File: config.mk
export PLATFORM = sky130hd
export DESIGN_NAME = vec_mac_arbiter
export DESIGN_NICKNAME = d
export VERILOG_FILES = /design/src/rtl/vec_mac_arbiter.sv
export SDC_FILE = /design/constraint.sdc
export NUM_CORES = 1
export LEC_CHECK = 0
export ABC_AREA = 1
export CAP_MARGIN = 40
export CORE_AREA = 2 2 534 536
export DETAILED_ROUTE_END_ITERATION = 16
export DIE_AREA = 0 0 536 538
export PLACE_DENSITY = 0.38
export SLEW_MARGIN = 20
export SYNTH_ARGS = -nofsm -noshare
export SYNTH_HDL_FRONTEND = slang
export SYNTH_SLANG_ARGS = --single-unit
File: constraint.sdc
create_clock -name clk -period 2.2 [get_ports clk]
set_input_delay 0.66 -clock clk [delete_from_list [all_inputs] [get_ports clk]]
set_output_delay 0.66 -clock clk [all_outputs]
set_load 0.05 [all_outputs]
File: src/rtl/vec_mac_arbiter.sv
// vec_mac_arbiter: shares one vector MAC between NREQ requesters.
// Round-robin grants of one whole vector (BEATS beats) per grant; a tag FIFO
// remembers the owner of every in-flight vector so MAC results, which return
// in order, are routed back as a 1-cycle strobe to the right requester.
//
// Ports:
//   clk, rst_n          clock, asynchronous active-low reset
//   req_valid/ready     per-requester beat handshake (ready is one-hot or zero)
//   req_a, req_b        packed beats, requester i at [i*BUSW +: BUSW]
//   resp_valid/sum      one-hot result strobe and its 32-bit sum
//   mac_vec_*           registered beat stream to the MAC
//   mac_result_*        result from the MAC
//   err_orphan          sticky: MAC result with no vector in flight
//
// Optional build macro VMARB_PERF_EN adds perf_busy (cycles with
// mac_vec_valid high) and perf_vecs (16-bit per-requester response counts),
// both saturating.
module vec_mac_arbiter #(
    parameter int unsigned NREQ         = 4,
    parameter int unsigned ELEMS        = 1000,
    parameter int unsigned ACTIVE_LANES = 8,
    parameter int unsigned BUSW         = 128,
    parameter int unsigned TAGD         = 4
) (
    input  logic                 clk,
    input  logic                 rst_n,
    input  logic [NREQ-1:0]      req_valid,
    output logic [NREQ-1:0]      req_ready,
    input  logic [NREQ*BUSW-1:0] req_a,
    input  logic [NREQ*BUSW-1:0] req_b,
    output logic [NREQ-1:0]      resp_valid,
    output logic [31:0]          resp_sum,
    output logic                 mac_vec_valid,
    output logic [BUSW-1:0]      mac_vec_a,
    output logic [BUSW-1:0]      mac_vec_b,
    input  logic                 mac_result_valid,
    input  logic [31:0]          mac_result_sum,
    output logic                 err_orphan
`ifdef VMARB_PERF_EN
    ,
    output logic [31:0]          perf_busy,
    output logic [NREQ*16-1:0]   perf_vecs
`endif
);

    localparam int unsigned BEATS = (ELEMS + ACTIVE_LANES - 1) / ACTIVE_LANES;
    localparam int unsigned IW    = $clog2(NREQ);
    localparam int unsigned BW    = (BEATS > 1) ? $clog2(BEATS) : 1;
    localparam int unsigned PW    = $clog2(TAGD);
    localparam int unsigned CW    = $clog2(TAGD + 1);

    typedef enum logic [1:0] {
        IDLE   = 2'd0,
        STREAM = 2'd1,
        GAP    = 2'd2
    } state_t;

    state_t          state, state_nx;
    logic [IW-1:0]   rr_ptr;
    logic [IW-1:0]   owner;
    logic [IW-1:0]   win;
    logic            found;
    logic [BW-1:0]   beat_cnt;
    logic [IW-1:0]   tag_mem [TAGD];
    logic [PW-1:0]   wr_ptr, rd_ptr;
    logic [CW-1:0]   tag_cnt;
    logic            grant, accept, last_beat, pop, orphan;
    logic [BUSW-1:0] a_arr [NREQ];
    logic [BUSW-1:0] b_arr [NREQ];

    // (base + off) mod NREQ for base, off < NREQ
    function automatic logic [IW-1:0] wrap_add(input logic [IW-1:0] base, input int unsigned off);
        int unsigned s;
        s = 32'(base) + off;
        if (s >= NREQ) s = s - NREQ;
        return IW'(s);
    endfunction

    // Unpack requester buses
    for (genvar g = 0; g < NREQ; g++) begin : g_unpack
        assign a_arr[g] = req_a[g*BUSW +: BUSW];
        assign b_arr[g] = req_b[g*BUSW +: BUSW];
    end

    // Round-robin search starting at rr_ptr
    always_comb begin
        found = 1'b0;
        win   = '0;
        for (int unsigned k = 0; k < NREQ; k++) begin
            if (!found && req_valid[wrap_add(rr_ptr, k)]) begin
                found = 1'b1;
                win   = wrap_add(rr_ptr, k);
            end
        end
    end

    // Next-state and control strobes
    always_comb begin
        state_nx  = state;
        grant     = 1'b0;
        last_beat = 1'b0;
        accept    = (state == STREAM) && req_valid[owner] && req_ready[owner];
        unique case (state)
            IDLE: begin
                if (found && (tag_cnt != CW'(TAGD))) begin
                    grant    = 1'b1;
                    state_nx = STREAM;
                end
            end
            STREAM: begin
                if (accept && (beat_cnt == BW'(BEATS - 1))) begin
                    last_beat = 1'b1;
                    state_nx  = GAP;
                end
            end
            GAP:     state_nx = IDLE;
            default: state_nx = IDLE;
        endcase
    end

    assign pop    = mac_result_valid && (tag_cnt != '0);
    assign orphan = mac_result_valid && (tag_cnt == '0);

    // State register
    always_ff @(posedge clk or negedge rst_n) begin
        if (!rst_n) state <= IDLE;
        else        state <= state_nx;
    end

    // Tag storage; validity is tracked by the pointers and count
    always_ff @(posedge clk) begin
        if (grant) tag_mem[wr_ptr] <= win;
    end

    // Grant bookkeeping, beat forwarding, tag FIFO and response path
    always_ff @(posedge clk or negedge rst_n) begin
        if (!rst_n) begin
            rr_ptr        <= '0;
            owner         <= '0;
            req_ready     <= '0;
            beat_cnt      <= '0;
            wr_ptr        <= '0;
            rd_ptr        <= '0;
            tag_cnt       <= '0;
            mac_vec_valid <= 1'b0;
            mac_vec_a     <= '0;
            mac_vec_b     <= '0;
            resp_valid    <= '0;
            resp_sum      <= '0;
            err_orphan    <= 1'b0;
        end else begin
            if (grant) begin
                rr_ptr    <= wrap_add(win, 1);
                owner     <= win;
                req_ready <= NREQ'(1) << win;
                wr_ptr    <= wr_ptr + 1'b1;
            end
            if (last_beat) req_ready <= '0;

            mac_vec_valid <= accept;
            if (accept) begin
                beat_cnt  <= last_beat ? '0 : beat_cnt + 1'b1;
                mac_vec_a <= a_arr[owner];
                mac_vec_b <= b_arr[owner];
            end

            tag_cnt <= tag_cnt + CW'(grant) - CW'(pop);

            resp_valid <= '0;
            if (pop) begin
                rd_ptr     <= rd_ptr + 1'b1;
                resp_valid <= NREQ'(1) << tag_mem[rd_ptr];
                resp_sum   <= mac_result_sum;
            end

            if (orphan) err_orphan <= 1'b1;
        end
    end

`ifdef VMARB_PERF_EN
    // Saturating busy-cycle and per-requester response counters
    always_ff @(posedge clk or negedge rst_n) begin
        if (!rst_n) begin
            perf_busy <= '0;
            perf_vecs <= '0;
        end else begin
            if (mac_vec_valid && (perf_busy != '1)) perf_busy <= perf_busy + 32'd1;
            for (int unsigned i = 0; i < NREQ; i++) begin
                if (resp_valid[i] && (perf_vecs[i*16 +: 16] != 16'hFFFF))
                    perf_vecs[i*16 +: 16] <= perf_vecs[i*16 +: 16] + 16'd1;
            end
        end
    end
`endif

endmodule
==> results.md <==
- Status: finished with violations
- Failing checks: setup timing
- Drt wl/cell: 27.1 um
- DR iter-0 viols: between 2000 and 2500
- Post-synth top area share: 0.399
- Final number of hold-violating endpoints: 0
- Die Y: about 540 um
- Worst-skew pair later-pin latency: 0.67 ns
- Area growth syn-to-layout: 112%
- Crit Path Class: input port to flop
- DRC viols: 0
- Setup crit end kind: flop
- Final GP Congestion: between 0.9 and 1
- Mapped Nets: 3975
- Most frequent cells in the layout: clkdlybuf4s50_1 (1059), nand2_1 (907), nor2_1 (788), buf_4 (515), dfrtp_1 (314)
- Unrepaired setup endpoints after global routing: yes
- CP peak stage delay: roughly 0.55 ns
- Synth Area in XOR/XNOR: 0.00220
- DPL Wire Length: roughly 190000 um
- Pleak: roughly 0.018 uW
- Worst flop-to-flop path endpoint: tag_cnt[2]$_DFF_PN0_
- Sequential cell area fraction in the yosys report: 0.411
- Initial core utilization: 0.0704
- HP Class: input port to asynchronous set/reset pin
- Number of global-route vias before repair: approximately 28000
- Syn Inst Count: slightly below 3000
- Simple-gate share of the synthesized area: 0.334
- Largest family of logic cells by synthesized area: simple AND/OR/NAND/NOR gates
- Setup TNS: -0.0513 ns
- CP max-delay cell: clkdlybuf4s50_1
- Layout net count: 5475
- Synth top area cells: dfrtp_1 (40%), nand2_1 (17%), nor2_1 (15%)
- Remaining antenna violation count: 0
- Clk pin slew, worst setup/hold paths: approximately 0.060 ns
- Core Region: ~280000 sq um
- Initial antenna violation count: 176
- Most frequent CP cell: ha_4
- Worst setup path start: req_valid[0]
- Pwr/cell area: between 1500 and 2000 nW/um^2
- End point of the critical path: tag_cnt[2]$_DFF_PN0_
- Final wirelength: approximately 220000 um
- Worst Reg-to-Reg Cells: 14
- Min Clock Period, post-route: around 2.2 ns
- Area of the die: about 290000 sq um
- Worst IR Drop VDD: slightly above 0.5 mV
- Critical path fanouts, max: 3
- Vias per cell: roughly 3.4
- Worst EP arrival: between 2 and 3 ns
- F_max: around 450 MHz
- Reg2reg setup slack: -0.02 ns
- Final setup margin: -0.0338 ns
- Site Rows: 196
- Placed cell area: roughly 40000 sq um
- H-Tree Depth: 2
- Post-Route Skew: ~0.032 ns
- IO Port Bufs: around 1400
- Seq cells post-synth: between 300 and 400
- Pin count of the biggest net entering global routing: between 80 and 90
- Crit path required time: between 2 and 3 ns
- Final count of negative-setup-slack endpoints: 2
- Multiplexer share of the synthesized area: 0
- Clock root cell: clkbuf_16
- Unique cell type count in the Yosys netlist: 33
- Remaining global-route overflow: 0
- Worst-Margin Slew: between 0.6 and 0.7 ns
- Vias: between 20000 and 30000
- GRT Util Overall: 0.146
- Largest area contributor in the netlist: dfrtp_1
- Relative slew slack: 0.553
- CTS max path bufs: 3
- Syn Area/Cell: 6.88 sq um
- Fill count: ~33000
- CTS tree: built
- CTS Buf Count: 50
- Commonest non-fill, non-tap cell in the layout: clkdlybuf4s50_1
- Max cap viols: 0
- Detailed-router iteration count before antenna repair: 5
- Startpoint types: input port
- Design Area, Final: around 42000 sq um
- Pwr Total: about 66000 uW
- Adder-cell share of the synthesized area: 0.00853
- Compound-Gate Fraction of Synth Area: 0.182
- Horiz. Die Dim: between 500 and 600 um
- Ratio of cells with drive above 1 in the final layout: 0.175
- Fin. max-slew vios: 0
- Number of I/O pins: between 1000 and 1500
- Synth Warn #: 0
- First-pass GRT wire length: 278000 um
- Clock sinks: roughly 330
- Final period util: 1.02
- Worst path cell trace: clkdlybuf4s50_1 > inv_2 > nand2_1 > o21ai_1 > nand2_2 > o21ai_2 > nand3_4 > nand2_4 > ha_4 > inv_4 > ha_4 > fa_2 > xor2_2
- Reg-to-Reg Start: rr_ptr[0]$_DFFE_PN0P_
- Mapped cell area: roughly 20000 sq um
routing by layer:
| layer | global-route usage | share of wire |
|---|---|---|
| met4 | 0.0522 | 0.042 |
| met2 | 0.238 | 0.45 |
| met5 | 0 | 0.0031 |
| met3 | 0.0692 | 0.12 |
| met1 | 0.166 | 0.39 |
sequential cells by signal (all words and copies together), names as in the netlist:
name and flops:
req_ready 4, mac_vec_valid 1, resp_sum 32, tag_mem 8, state 2, resp_valid 4, rd_ptr 2, mac_vec_a 128
rr_ptr 2, wr_ptr 2, tag_cnt 3, mac_vec_b 128, err_orphan 1, owner 2, beat_cnt 7
critical path, delay by kind of cell:
family                   cells  cell delay [ns]
AO/OA/AOI/OAI                2             0.18
XOR/XNOR                     1             0.16
adder cells (fa/ha/maj)      3             0.79
buffers and inverters        3             0.65
AND/OR/NAND/NOR              4             0.31
metrics by stage:
step,utilization,setup WS (ns),hold WS [ns],std cells
after floorplan,-,-0.0958,0.364,2899
after global placement,0.141,-0.880,0.464,8086
after detailed placement,0.141,-0.802,0.465,8086
after CTS,0.147,-0.0310,0.403,8186
after global routing,0.149,-0.102,0.455,8226
final,0.149,-0.0338,0.479,8265
timing repair:
item,CTS,global route
setup buffers,10,9
hold endpoints to repair,17,0
pin swaps,8,12
hold buffers,1,0
gates cloned,0,3
resized for setup,83,51
endpoints found under the setup margin,139,52
where the power goes:
part | switching (uW) | internal (uW)
Clock | 3490 | 4800
Combinational | 30300 | 16100
Sequential | 2210 | 8980
Total | 36000 | 29900
cell type report:
type / count / area, sq um / share of cell area
repair buffers: 1684 / 16500 / 0.390
well taps: 3762 / 4710 / 0.111
flip-flops and latches: 326 / 8210 / 0.194
inverters: 36 / 174 / 0.00411
clock buffers: 71 / 1420 / 0.0336
clock inverters: 18 / 184 / 0.00435
diodes: 67 / 168 / 0.00396
multi-input cells: 2301 / 10900 / 0.259
synth_stat cells, drive strengths merged:
master    n
o21ai   265
nor3      2
nand2   929
nand3    29
xnor2     2
ha       12
o21a      1
clkbuf  100
a21oi     3
buf     136
inv      35
dfrtp   318
nor2    790
a32oi     1
a211oi    1
edfxtp    8
nand4     3
a31o      1
o31ai     1
clkinv    1
o32ai   256
xor2      3
fa        1
nand3b    1
cell families (layout without fill, tap and decap cells):
group           count (synthesis)  after routing
fa+ha+maj                      13             13
buf+inv                       272           1809
simple gates                 1754           1754
flops                         326            326
compound gates                529            529
other cells                     0             67
xor+xnor                        5              5
how the worst min path moves through the flow:
stage | startpoint | end | slack, ns | depth (start not counted)
2_1_floorplan | rst_n | beat_cnt[0]$_DFFE_PN0P_ | 0.36 | 0
3_3_place_gp | mac_vec_a[75]$_DFFE_PN0P_ | mac_vec_a[75]$_DFFE_PN0P_ | 0.46 | 2
3_5_place_dp | resp_sum[5]$_DFFE_PN0P_ | resp_sum[5]$_DFFE_PN0P_ | 0.46 | 2
4_1_cts | rst_n | mac_vec_a[62]$_DFFE_PN0P_ | 0.40 | 2
5_1_grt | rst_n | mac_vec_a[62]$_DFFE_PN0P_ | 0.45 | 2
6_report | rst_n | mac_vec_a[47]$_DFFE_PN0P_ | 0.48 | 2
Note: power is estimated with default switching activity, not from simulation.
